$ cat config.mk
export PLATFORM = sky130hd
export DESIGN_NAME = rtc_bus_sequencer
export DESIGN_NICKNAME = d
export VERILOG_FILES = /design/src/rtl/rtc_bus_sequencer.sv
export SDC_FILE = /design/constraint.sdc
export NUM_CORES = 1
export LEC_CHECK = 0
export ABC_AREA = 1
export CAP_MARGIN = 10
export CORE_MARGIN = 2
export CORE_UTILIZATION = 43
export CTS_CLUSTER_SIZE = 30
export DETAILED_ROUTE_END_ITERATION = 7
export PLACE_DENSITY = 0.82
export SLEW_MARGIN = 20
export SYNTH_ARGS = -nofsm -noshare
export SYNTH_HDL_FRONTEND = slang
export SYNTH_SLANG_ARGS = --single-unit
$ cat constraint.sdc
create_clock -name clk_i -period 1.8 [get_ports clk_i]
set_clock_uncertainty 0.1 [all_clocks]
set_input_delay 0.45 -clock clk_i [delete_from_list [all_inputs] [get_ports clk_i]]
set_output_delay 0.45 -clock clk_i [all_outputs]
set_load 0.01 [all_outputs]
$ cat src/rtl/rtc_bus_sequencer.sv
// Burst sequencer for the RTC bus-timing FSM: expands one read-all/write-all
// command into NREG single-register transactions and steers the shared A/D bus.
module rtc_bus_sequencer #(
  parameter int unsigned NREG      = 9,
  parameter logic [7:0]  BASE_ADDR = 8'h21,
  parameter int unsigned TIMEOUT   = 63
) (
  input  logic       clk_i,
  input  logic       reset_i,
  input  logic       cmd_valid_i,
  input  logic       cmd_write_i,
  output logic       cmd_ready_o,
  output logic [7:0] wr_idx_o,
  input  logic [7:0] wr_data_i,
  output logic       rd_valid_o,
  output logic [7:0] rd_idx_o,
  output logic [7:0] rd_data_o,
  output logic       done_o,
  output logic       err_o,
  output logic       fsm_start_o,
  output logic       fsm_write_o,
  output logic       fsm_rst_o,
  input  logic       fsm_capture_i,
  input  logic       fsm_dir_phase_i,
  input  logic       fsm_rd_n_i,
  input  logic       fsm_done_i,
  input  logic [7:0] bus_in_i,
  output logic [7:0] bus_out_o,
  output logic       bus_oe_o
);

  typedef enum logic [2:0] {
    S_IDLE,
    S_LAUNCH,
    S_WAIT_DONE,
    S_NEXT,
    S_FINISH,
    S_ABORT
  } state_e;

  localparam logic [7:0] LAST_IDX  = 8'(NREG - 1);
  localparam logic [5:0] TMO_LIMIT = 6'(TIMEOUT);

  state_e     state_q, state_d;
  logic [7:0] idx_q, idx_d;
  logic       wr_mode_q, wr_mode_d;
  logic [5:0] tmo_q, tmo_d;
  logic [7:0] rd_data_q, rd_data_d;

  logic       tmo_hit;
  logic       last_idx;
  logic       rst_pulse;
  logic       bus_active;
  logic [7:0] addr;

  // The counter is compared after this cycle's increment, so the abort
  // decision is taken in the TIMEOUT-th WAIT_DONE cycle.
  assign tmo_hit  = (tmo_q + 6'd1) == TMO_LIMIT;
  assign last_idx = (idx_q == LAST_IDX);
  assign addr     = BASE_ADDR + idx_q;

  always_ff @(posedge clk_i or posedge reset_i) begin
    if (reset_i) begin
      state_q <= S_IDLE;
    end else begin
      state_q <= state_d;
    end
  end

  always_comb begin
    state_d = state_q;
    case (state_q)
      S_IDLE: begin
        if (cmd_valid_i) begin
          state_d = S_LAUNCH;
        end
      end
      S_LAUNCH: state_d = S_WAIT_DONE;
      S_WAIT_DONE: begin
        if (fsm_done_i) begin
          state_d = S_NEXT;
        end else if (tmo_hit) begin
          state_d = S_ABORT;
        end
      end
      S_NEXT:   state_d = last_idx ? S_FINISH : S_LAUNCH;
      S_FINISH: state_d = S_IDLE;
      S_ABORT:  state_d = S_IDLE;
      default:  state_d = S_IDLE;
    endcase
  end

  always_comb begin
    cmd_ready_o = 1'b0;
    fsm_start_o = 1'b0;
    rd_valid_o  = 1'b0;
    done_o      = 1'b0;
    err_o       = 1'b0;
    rst_pulse   = 1'b0;
    bus_active  = 1'b0;
    case (state_q)
      S_IDLE: cmd_ready_o = 1'b1;
      S_LAUNCH: begin
        fsm_start_o = 1'b1;
        bus_active  = 1'b1;
      end
      S_WAIT_DONE: bus_active = 1'b1;
      S_NEXT: begin
        rst_pulse  = 1'b1;
        rd_valid_o = ~wr_mode_q;
      end
      S_FINISH: done_o = 1'b1;
      S_ABORT: begin
        err_o     = 1'b1;
        rst_pulse = 1'b1;
      end
      default: ;
    endcase
  end

  always_comb begin
    idx_d     = idx_q;
    wr_mode_d = wr_mode_q;
    tmo_d     = tmo_q;
    case (state_q)
      S_IDLE: begin
        if (cmd_valid_i) begin
          wr_mode_d = cmd_write_i;
          idx_d     = 8'h00;
        end
      end
      S_LAUNCH:    tmo_d = 6'd0;
      S_WAIT_DONE: tmo_d = tmo_q + 6'd1;
      S_NEXT: begin
        if (!last_idx) begin
          idx_d = idx_q + 8'd1;
        end
      end
      default: ;
    endcase
  end

  // Keeps updating while RD is low so the final sample before RD rises wins.
  always_comb begin
    rd_data_d = rd_data_q;
    if (fsm_dir_phase_i && !fsm_rd_n_i && !wr_mode_q) begin
      rd_data_d = bus_in_i;
    end
  end

  always_ff @(posedge clk_i or posedge reset_i) begin
    if (reset_i) begin
      idx_q     <= 8'h00;
      wr_mode_q <= 1'b0;
      tmo_q     <= 6'd0;
      rd_data_q <= 8'h00;
    end else begin
      idx_q     <= idx_d;
      wr_mode_q <= wr_mode_d;
      tmo_q     <= tmo_d;
      rd_data_q <= rd_data_d;
    end
  end

  always_comb begin
    bus_oe_o  = 1'b0;
    bus_out_o = 8'h00;
    if (bus_active) begin
      if (fsm_capture_i && !fsm_dir_phase_i) begin
        bus_oe_o  = 1'b1;
        bus_out_o = addr;
      end else if (fsm_dir_phase_i && wr_mode_q) begin
        bus_oe_o  = 1'b1;
        bus_out_o = wr_data_i;
      end
    end
  end

  // The bus FSM is held in reset together with this block.
  assign fsm_rst_o   = reset_i | rst_pulse;
  assign fsm_write_o = wr_mode_q & (state_q != S_IDLE);
  assign wr_idx_o    = idx_q;
  assign rd_idx_o    = rd_valid_o ? idx_q : 8'h00;
  assign rd_data_o   = rd_data_q;

endmodule

==> out/results.ini, run 1 <==
[power]
leakagePower_nw = 1.43
p_int_mw = 2.24
worst_ir_drop_vdd_mv = 0.944
p_comb_share_pct = 64.6
switching_share_pct = 40.2
power_frac_clock_pct = 10.3
power_per_cell_area_nw_per_um2 = 1310
p_switching_mw = 1.51
seq_power_share_pct = 25.1

[global_route]
antenna_found_initial = 0
grt_pass1_vias = 1886
grt_max_degree = 27
grtUsageTotal_pct = 26.9
grt_pass1_wl_microns = 8650
overflow = 0

[floorplan]
die_area_sq_um = 4220
num_rows = 22
initial_utilization_pct = 44.3
die_x_microns = 65.0
die-height_microns = 65.0
core-area_sq_um = 3610
io_pins = 64

[clock_network]
cts_tree = built
root_buffer = clkbuf_8
path_clk_slew_ps = 90
htreeDepth = 1
worstSkewPairLatency_ps = 270
cts_buffers = 3
clk_path_buf_depth = 2
clock_sinks = 26
cts_hold_buf = 0

[critical_path]
critPathCaptureType = output pin
worst_ep_arrival_time_ps = 1600
crit_path_start = state_q[1]
worst-r2r-cell-count = 9
cp-start-kind = flop
r2r_start = wr_idx_o[0]
setup.worst_path.class = flop to output pin
worstPathMaxFanout = 4
required_ps = 1250

[place]
place_ws_ps = -940
post_dp_cell_area_sq_um = 2530
dp_hpwl_microns = 3500
place.gp.congestion = 0.886
io_buffers = 63

[finish]
multi_input_area_sq_um = 971
seq_area_sq_um = 653
drive_above_1_share_pct = 43.9
postLayoutCellArea_sq_um = 2870
final_nets = 357
syn2layout_area_growth_pct = 79.6
antennaDiodeCount = 0
fillers = 238
post-route-util_pct = 79.6

[timing]
relSlewSlack_pct = 77.0
min_period_ps = 2150
worst_pin_slew_ps = 345
grt_setup_unrepaired = yes
max_clock_freq_mhz = 465
worst_slack_ps = -351
setup_viol = 22
slew_violations = 0
worst_hold_slack_ps = 331
finalCritPeriodShare_pct = 120
final_hold_viol_count = 0
tns_ps = -4700

[routing]
firstDrtPassIters = 4
initialDrtViolationCount = 118
drc = 0
route.detailed.wl_per_inst_microns = 14.2
vias = 1902
vias_per_cell = 5.06
drt-total-wl_microns = 5340
ant_nets = 0

[status]
violations = negative setup slack
status = finished, violations left

[logic_synthesis]
post-synth-top-area-cell = dfrtp_1
netlist_area_sq_um = 1600
synthCells = 210
synth_top_area_share_pct = 40.7
synthDistinctLibCells = 26
yosys-top-cells-area = dfrtp_1 (41%), nand2_1 (10%), inv_1 (6.3%), nor2_1 (6.1%), mux2_2 (5.6%)
synth-seq-cells = 26
syn_nets = 238
yosys_warnings = 0
yosysSeqAreaShare_pct = 40.7
postSynthAreaPerCell_sq_um = 7.61

[hold_path]
hold_class = input pin to async pin

[job]
drv_cap = 0

-- sequential cells by signal, summed over array words and instances, names as in the netlist --
signal and cells:
state_q 3, wr_mode_q 1, tmo_q 6, rd_data_o 8
wr_idx_o 8
-- cells in the final DEF, fill, tap and decap left out, drive strengths merged --
cell / n
a211oi: 1
a21oi: 4
a31oi: 1
buf: 77
clkbuf: 4
clkdlybuf4s15: 2
clkdlybuf4s50: 28
clkinvlp: 1
dfrtp: 26
dlygate4sd2: 10
ha: 4
inv: 34
mux2: 8
nand2: 47
nand3: 17
nand4: 3
nor2: 31
nor3: 5
o21ai: 18
o21bai: 1
o22ai: 2
xor2: 4
-- worst max-delay path, stage by stage (launching register included) --
cell and delay, ps:
dfrtp_1 420, buf_4 150, nand3_4 80, nand2_4 100, nand2_4 80, buf_6 130
a211oi_2 190, buf_2 180
-- cells in the mapped netlist --
cell and n:
a31oi_1 1, nand3_2 1, nand4_1 3, dfrtp_1 26, nor2_4 2, nand2_2 1
o21ai_0 8, o22ai_1 2, nor3_1 5, nand3_1 15, o21bai_1 1, nand2_1 44
nand2_4 2, a211oi_1 1, nor2_1 26, nor2_2 3, a21oi_1 4, inv_4 1
o21ai_1 10, ha_1 4, xor2_1 4, inv_1 27, mux2_2 8, nand3_4 1
buf_2 3, inv_2 7
-- timing repair --
action / 4_1_cts / 5_1_grt
resized for setup: 146 / 27
pin swaps: 11 / 9
endpoints found under the hold margin: 0 / 0
endpoints found under the setup margin: 32 / 31
buffers inserted: 17 / 3
-- path summary, 6_finish.rpt --
| kind | end | slack (ps) |
|---|---|---|
| setup / recovery | bus_out_o[0] | -350 |
| hold / removal | wr_mode_q | 330 |
| setup reg to reg | wr_idx_o[5] | 80 |
| hold reg to reg | rd_data_o[1] | 410 |
| max in group asynchronous | wr_idx_o[0] | 1000 |
| min in group clk_i | rd_data_o[1] | 410 |
-- through the flow --
stage                     cells  power [mW]
after floorplan             210        1.79
after global placement      352        2.79
after detailed placement    352        2.84
after CTS                   373        3.43
after global routing        376        3.98
final                       376        3.75
-- cell families after synthesis --
kind of cell | synth area share, %
flip-flops | 40.7
adder cells (fa/ha/maj) | 3.13
multiplexers | 5.64
buffers and inverters | 9.32
AND/OR/NAND/NOR | 30.0
AO/OA/AOI/OAI | 9.01
XOR/XNOR | 2.19
-- power groups by stage --
| stage | Clock (mW) | Sequential, mW | Combinational [mW] |
|---|---|---|---|
| detailed placement | 0 | 0.928 | 1.91 |
| finish | 0.386 | 0.941 | 2.42 |
| floorplan | 0 | 0.994 | 0.794 |
| CTS | 0.387 | 0.927 | 2.11 |
| global placement | 0 | 0.914 | 1.88 |
| global route | 0.408 | 0.969 | 2.61 |
-- routing by layer --
metal | vias to the layer above | part of all wire [%] | track usage [%]
met5 | - | 0 | 0
met2 | 73 | 51 | 47.2
li1 | 907 | - | -
met4 | 0 | 2.8 | 14.4
met3 | 18 | 5.1 | 3.82
met1 | 904 | 41 | 31.6
-- cell type report --
class	count	share of cell area, %
timing repair buffer	117	34.2
multi-input combinational	146	33.8
sequential	26	22.8
inverter	35	5.15
tap	48	2.09
clock buffer	4	1.92
Note: power is estimated with default switching activity, not from simulation.
==> run 2, diff against run 1 <==
--- a/config.mk
+++ b/config.mk
@@ -12,6 +12,7 @@
 export CTS_CLUSTER_SIZE = 30
 export DETAILED_ROUTE_END_ITERATION = 7
 export PLACE_DENSITY = 0.82
+export SETUP_SLACK_MARGIN = 0.2
 export SLEW_MARGIN = 20
 export SYNTH_ARGS = -nofsm -noshare
 export SYNTH_HDL_FRONTEND = slang
==> run 2 against run 1 <==
Compared with the run above:
- the run still ends with negative setup slack left
- via count increased by 13%
- worst setup slack got worse by 92 ps
- largest cell class unchanged
- clock power increased by 29%
- worst hold slack improved by 79 ps
- register-to-register slack got worse by 60 ps
- largest power group unchanged
- total power increased by 14%
==> out/results.ini, run 2 (same netlist as run 1, synthesis figures left out) <==
[place]
io_buffers = 63
place_ws_ps = -856
placed_cells_incl_taps = 362
dp_hpwl_microns = 3700
place.gp.congestion = 0.819

[critical_path]
worst-r2r-cell-count = 11
cpMostUsedCell = nand2_4
required_ps = 1250
worstPathMaxFanout = 5
cp-start-kind = flop
cp_cell_sequence = inv_2 -> nand3_4 -> nand2_4 -> nand2_4 -> inv_6 -> o21ai_2 -> a31oi_2 -> buf_2
setup.worst_path.class = flop to output pin
slowest_delay_ps = 430
critPathCaptureType = output pin
cp_slowest_cell = dfrtp_1
crit_path_start = state_q[2]
r2r_slack_ps = 20
r2r_end = wr_idx_o[1]
worst_ep_arrival_time_ps = 1690
critPathCapture = bus_out_o[6]
r2r_start = wr_idx_o[0]

[routing]
firstDrtPassIters = 4
vias_per_cell = 5.45
route.detailed.wl_per_inst_microns = 18.8
initialDrtViolationCount = 172
ant_nets = 0
vias = 2149
drt-total-wl_microns = 7400
drc = 0

[clock_network]
cts_tree = built
clock_sinks = 26
root_buffer = clkbuf_8
cts_buffers = 3
htreeDepth = 1
worstSkewPairLatency_ps = 280
clk_path_buf_depth = 2
path_clk_slew_ps = 100

[timing]
worst_pin_slew_ps = 343
min_period_ps = 2240
final_hold_viol_count = 0
worst_hold_slack_ps = 410
relSlewSlack_pct = 77.1
slew_violations = 0
max_clock_freq_mhz = 446
grt_setup_unrepaired = yes
finalCritPeriodShare_pct = 125
setup_viol = 23
tns_ps = -6660
worst_slack_ps = -443

[power]
leakagePower_nw = 1.53
total_power_mw = 4.28
power_per_cell_area_nw_per_um2 = 1370
worst_ir_drop_vdd_mv = 1.21

[finish]
final_cell_mix = buf_4 (55), nand2_1 (37), buf_6 (22), clkdlybuf4s50_1 (21), buf_2 (21)
final_common_cell = buf_4
antennaDiodeCount = 0
stdcell_count = 394
drive_above_1_share_pct = 56.6
fillers = 179
final_nets = 375
syn2layout_area_growth_pct = 95.6

[hold_path]
hp-start = rd_data_o[4]
hold_class = flop to flop

[global_route]
grt_pass1_wl_microns = 9700
grt_max_degree = 27
antenna_found_initial = 0
overflow = 0
grt_pass1_vias = 1963
grtUsageTotal_pct = 30.0

[floorplan]
die_area_sq_um = 4220
die_x_microns = 65.0
io_pins = 64
initial_utilization_pct = 44.3
num_rows = 22
die-height_microns = 65.0
core-area_sq_um = 3610

[job]
drv_cap = 0

[status]
status = finished, violations left
violations = negative setup slack

run 2: critical path, delay by kind of cell, from the launching register on:
kind	cells	cell delay, ps
AOI/OAI and AO/OA	2	260
and+or+nand+nor	3	290
DFF	1	430
buffers and inverters	3	430
run 2: final cells by class:
class	count	area [sq um]	share of cell area, %
Timing Repair Buffer	135	1120	35.8
Multi-Input combinational cell	146	1060	33.9
Sequential cell	26	661	21.1
Inverter	35	155	4.96
Tap cell	48	60.1	1.92
Clock buffer	3	41.3	1.32
Clock inverter	1	30.0	0.961
run 2: routing by layer:
layer	track usage [%]	wire [microns]	vias to the layer above
li1	-	-	939
met3	5.56	471	56
met2	55.0	3670	140
met4	10.4	597	0
met5	0	0	-
met1	34.8	2660	1014
run 2: worst min-delay path by stage:
stage / endpoint / cells past startpoint
floorplan: rd_data_o[0] / 1
global placement: rd_data_o[6] / 1
detailed placement: rd_data_o[4] / 1
CTS: rd_data_o[4] / 1
global route: rd_data_o[7] / 1
finish: rd_data_o[4] / 1
run 2: repair_timing:
item | CTS | global route
hold buffers | 0 | 0
pin swaps | 15 | 23
cloned | 0 | 0
setup buffers | 12 | 16
resized for setup | 167 | 46
endpoints found under the setup margin | 48 | 42
run 2: power breakdown:
group	internal (mW)	switching, mW
clock	0.298	0.200
sequential	0.788	0.184
combinational	1.41	1.40
run 2: metrics by stage:
step                      utilization [%]  cell area [sq um]
final                                86.7               3130
after CTS                            80.2               2890
after floorplan                         -               1680
after detailed placement             74.7               2690
after global routing                 86.7               3130
after global placement               74.7               2690
==> run 3, diff against run 2 <==
--- a/config.mk
+++ b/config.mk
@@ -8,10 +8,11 @@
 export ABC_AREA = 1
 export CAP_MARGIN = 10
 export CORE_MARGIN = 2
-export CORE_UTILIZATION = 43
+export CORE_UTILIZATION = 45
+export CTS_BUF_LIST = sky130_fd_sc_hd__clkbuf_8
 export CTS_CLUSTER_SIZE = 30
 export DETAILED_ROUTE_END_ITERATION = 7
-export PLACE_DENSITY = 0.82
+export PLACE_DENSITY = 0.85
 export SETUP_SLACK_MARGIN = 0.2
 export SLEW_MARGIN = 20
 export SYNTH_ARGS = -nofsm -noshare
==> run 3 against run 2 <==
Compared with the run above:
- the run still ends with negative setup slack left
- global-route usage increased by 5.6 points
- cell area grew 0.76%
- sequential cell count unchanged
- sequential share of layout area decreased by 0.24 points
- critical path depth up 2
- clock power barely moved
- worst setup slack worse by 41 ps
- die area is 4.2% lower
- largest power group unchanged
==> out/results.ini, run 3 (same netlist as run 1, synthesis figures left out) <==
[status]
status = finished, violations left
violations = negative setup slack

[routing]
initialDrtViolationCount = 302
ant_nets = 0
route.detailed.wl_per_inst_microns = 22.7
drt-total-wl_microns = 8940
vias = 2316
firstDrtPassIters = 5
drc = 0
vias_per_cell = 5.89

[critical_path]
slowest_delay_ps = 450
worst_ep_arrival_time_ps = 1730
required_ps = 1250
setup.worst_path.class = flop to output pin
worstPathMaxFanout = 5
cp_cell_sequence = inv_2 -> nor2_4 -> nand2_2 -> nand2_4 -> nand2_8 -> inv_8 -> o21ai_2 -> o21bai_4 -> inv_1 -> buf_2
cp-start-kind = flop
critPathCaptureType = output pin
cp_slowest_cell = dfrtp_1

[finish]
stdcell_count = 393
post-route-util_pct = 93.6
final_common_cell = buf_4
drive_above_1_share_pct = 53.3
final_nets = 376
fillers = 109
syn2layout_area_growth_pct = 97.1
final_cell_mix = buf_4 (52), nand2_1 (40), buf_6 (29), inv_1 (21), clkdlybuf4s50_1 (21)
antennaDiodeCount = 0

[power]
power_frac_clock_pct = 11.6
p_int_mw = 2.42
power_per_cell_area_nw_per_um2 = 1380
p_comb_share_pct = 65.3
worst_ir_drop_vdd_mv = 1.22
total_power_mw = 4.34
switching_share_pct = 44.1
p_switching_mw = 1.91
leakagePower_nw = 1.54
seq_power_share_pct = 23.2

[timing]
final_hold_viol_count = 0
relSlewSlack_pct = 75.9
setup_viol = 32
tns_ps = -8760
worst_pin_slew_ps = 361
min_period_ps = 2280
grt_setup_unrepaired = yes
max_clock_freq_mhz = 438
slew_violations = 0
worst_slack_ps = -484
finalCritPeriodShare_pct = 127

[clock_network]
root_buffer = clkbuf_8
clk_path_buf_depth = 2
clock_sinks = 26
worstSkewPairLatency_ps = 290
cts_tree = built
htreeDepth = 1
cts_buffers = 3
path_clk_slew_ps = 90

[global_route]
grt.busiest_layer = met2
grt_max_degree = 27
overflow = 0
grt_pass1_vias = 2264
groute.layer.met3.usage_pct = 6.61
grt_pass1_wl_microns = 11000
antenna_found_initial = 0
grtUsageTotal_pct = 35.6
use_met1_pct = 40.2
met2_usage_pct = 63.4

[place]
dp_hpwl_microns = 3690
io_buffers = 63
place_ws_ps = -877
place.gp.congestion = 0.829
placed_cells_incl_taps = 360

[floorplan]
core-area_sq_um = 3360
die_x_microns = 63.6
initial_utilization_pct = 47.5
die-height_microns = 63.6
num_rows = 21
die_area_sq_um = 4040
io_pins = 64

[hold_path]
hold_class = flop to flop

[job]
drv_cap = 0

## run 3: worst paths after layout
path	to	from	depth (start not counted)	slack [ps]
worst max register to register	wr_idx_o[0]	wr_idx_o[5]	9	-180
worst min register to register	rd_data_o[4]	rd_data_o[4]	1	410
min in group asynchronous	state_q[2]	reset_i	3	540
worst max-delay path	bus_out_o[7]	state_q[0]	10	-480
worst min-delay path	rd_data_o[4]	rd_data_o[4]	1	410
max in group asynchronous	state_q[1]	reset_i	3	790
## run 3: final cells by class
cell class | instances | area (sq um) | area share (%)
clock buffer | 3 | 41.3 | 1.31
multi-input combinational | 146 | 1040 | 33.1
tap | 46 | 57.6 | 1.83
timing repair buffer | 136 | 1160 | 36.8
inverter | 35 | 160 | 5.09
sequential | 26 | 658 | 20.9
clock inverter | 1 | 30.0 | 0.954
## run 3: timing repair
| action | in CTS | in global routing |
|---|---|---|
| pin swaps | 11 | 4 |
| gates cloned | 0 | 0 |
| gates resized for setup | 172 | 40 |
| setup endpoints to repair | 50 | 42 |
| hold buffers | 0 | 0 |
| setup buffers | 19 | 10 |
## run 3: metrics by stage
stage / hold slack [ps] / area [sq um]
2_1_floorplan: 245 / 1680
3_3_place_gp: 386 / 2690
3_5_place_dp: 397 / 2690
4_1_cts: 413 / 2950
5_1_grt: 446 / 3150
6_report: 414 / 3150
## run 3: critical path: cells and delay by family, from the launching register on
kind,cells,cell delay [ps]
compound gates,2,220
simple gates,4,390
buf+inv,4,390
flops,1,450
## run 3: metal layers
| layer | share of wire, % | up-vias |
|---|---|---|
| met5 | 0 | - |
| met4 | 8.2 | 0 |
| met3 | 7.8 | 75 |
| met2 | 48 | 200 |
| met1 | 36 | 1105 |
| li1 | - | 936 |
## run 3: power groups by stage
stage                     Combinational (mW)  Sequential [mW]  Clock (mW)
after floorplan                        0.843             1.01           0
after global placement                  2.01            0.944           0
after detailed placement                2.06            0.961           0
after CTS                               2.28            0.946       0.493
after global routing                    2.93             1.02       0.515
final                                   2.83             1.00       0.501
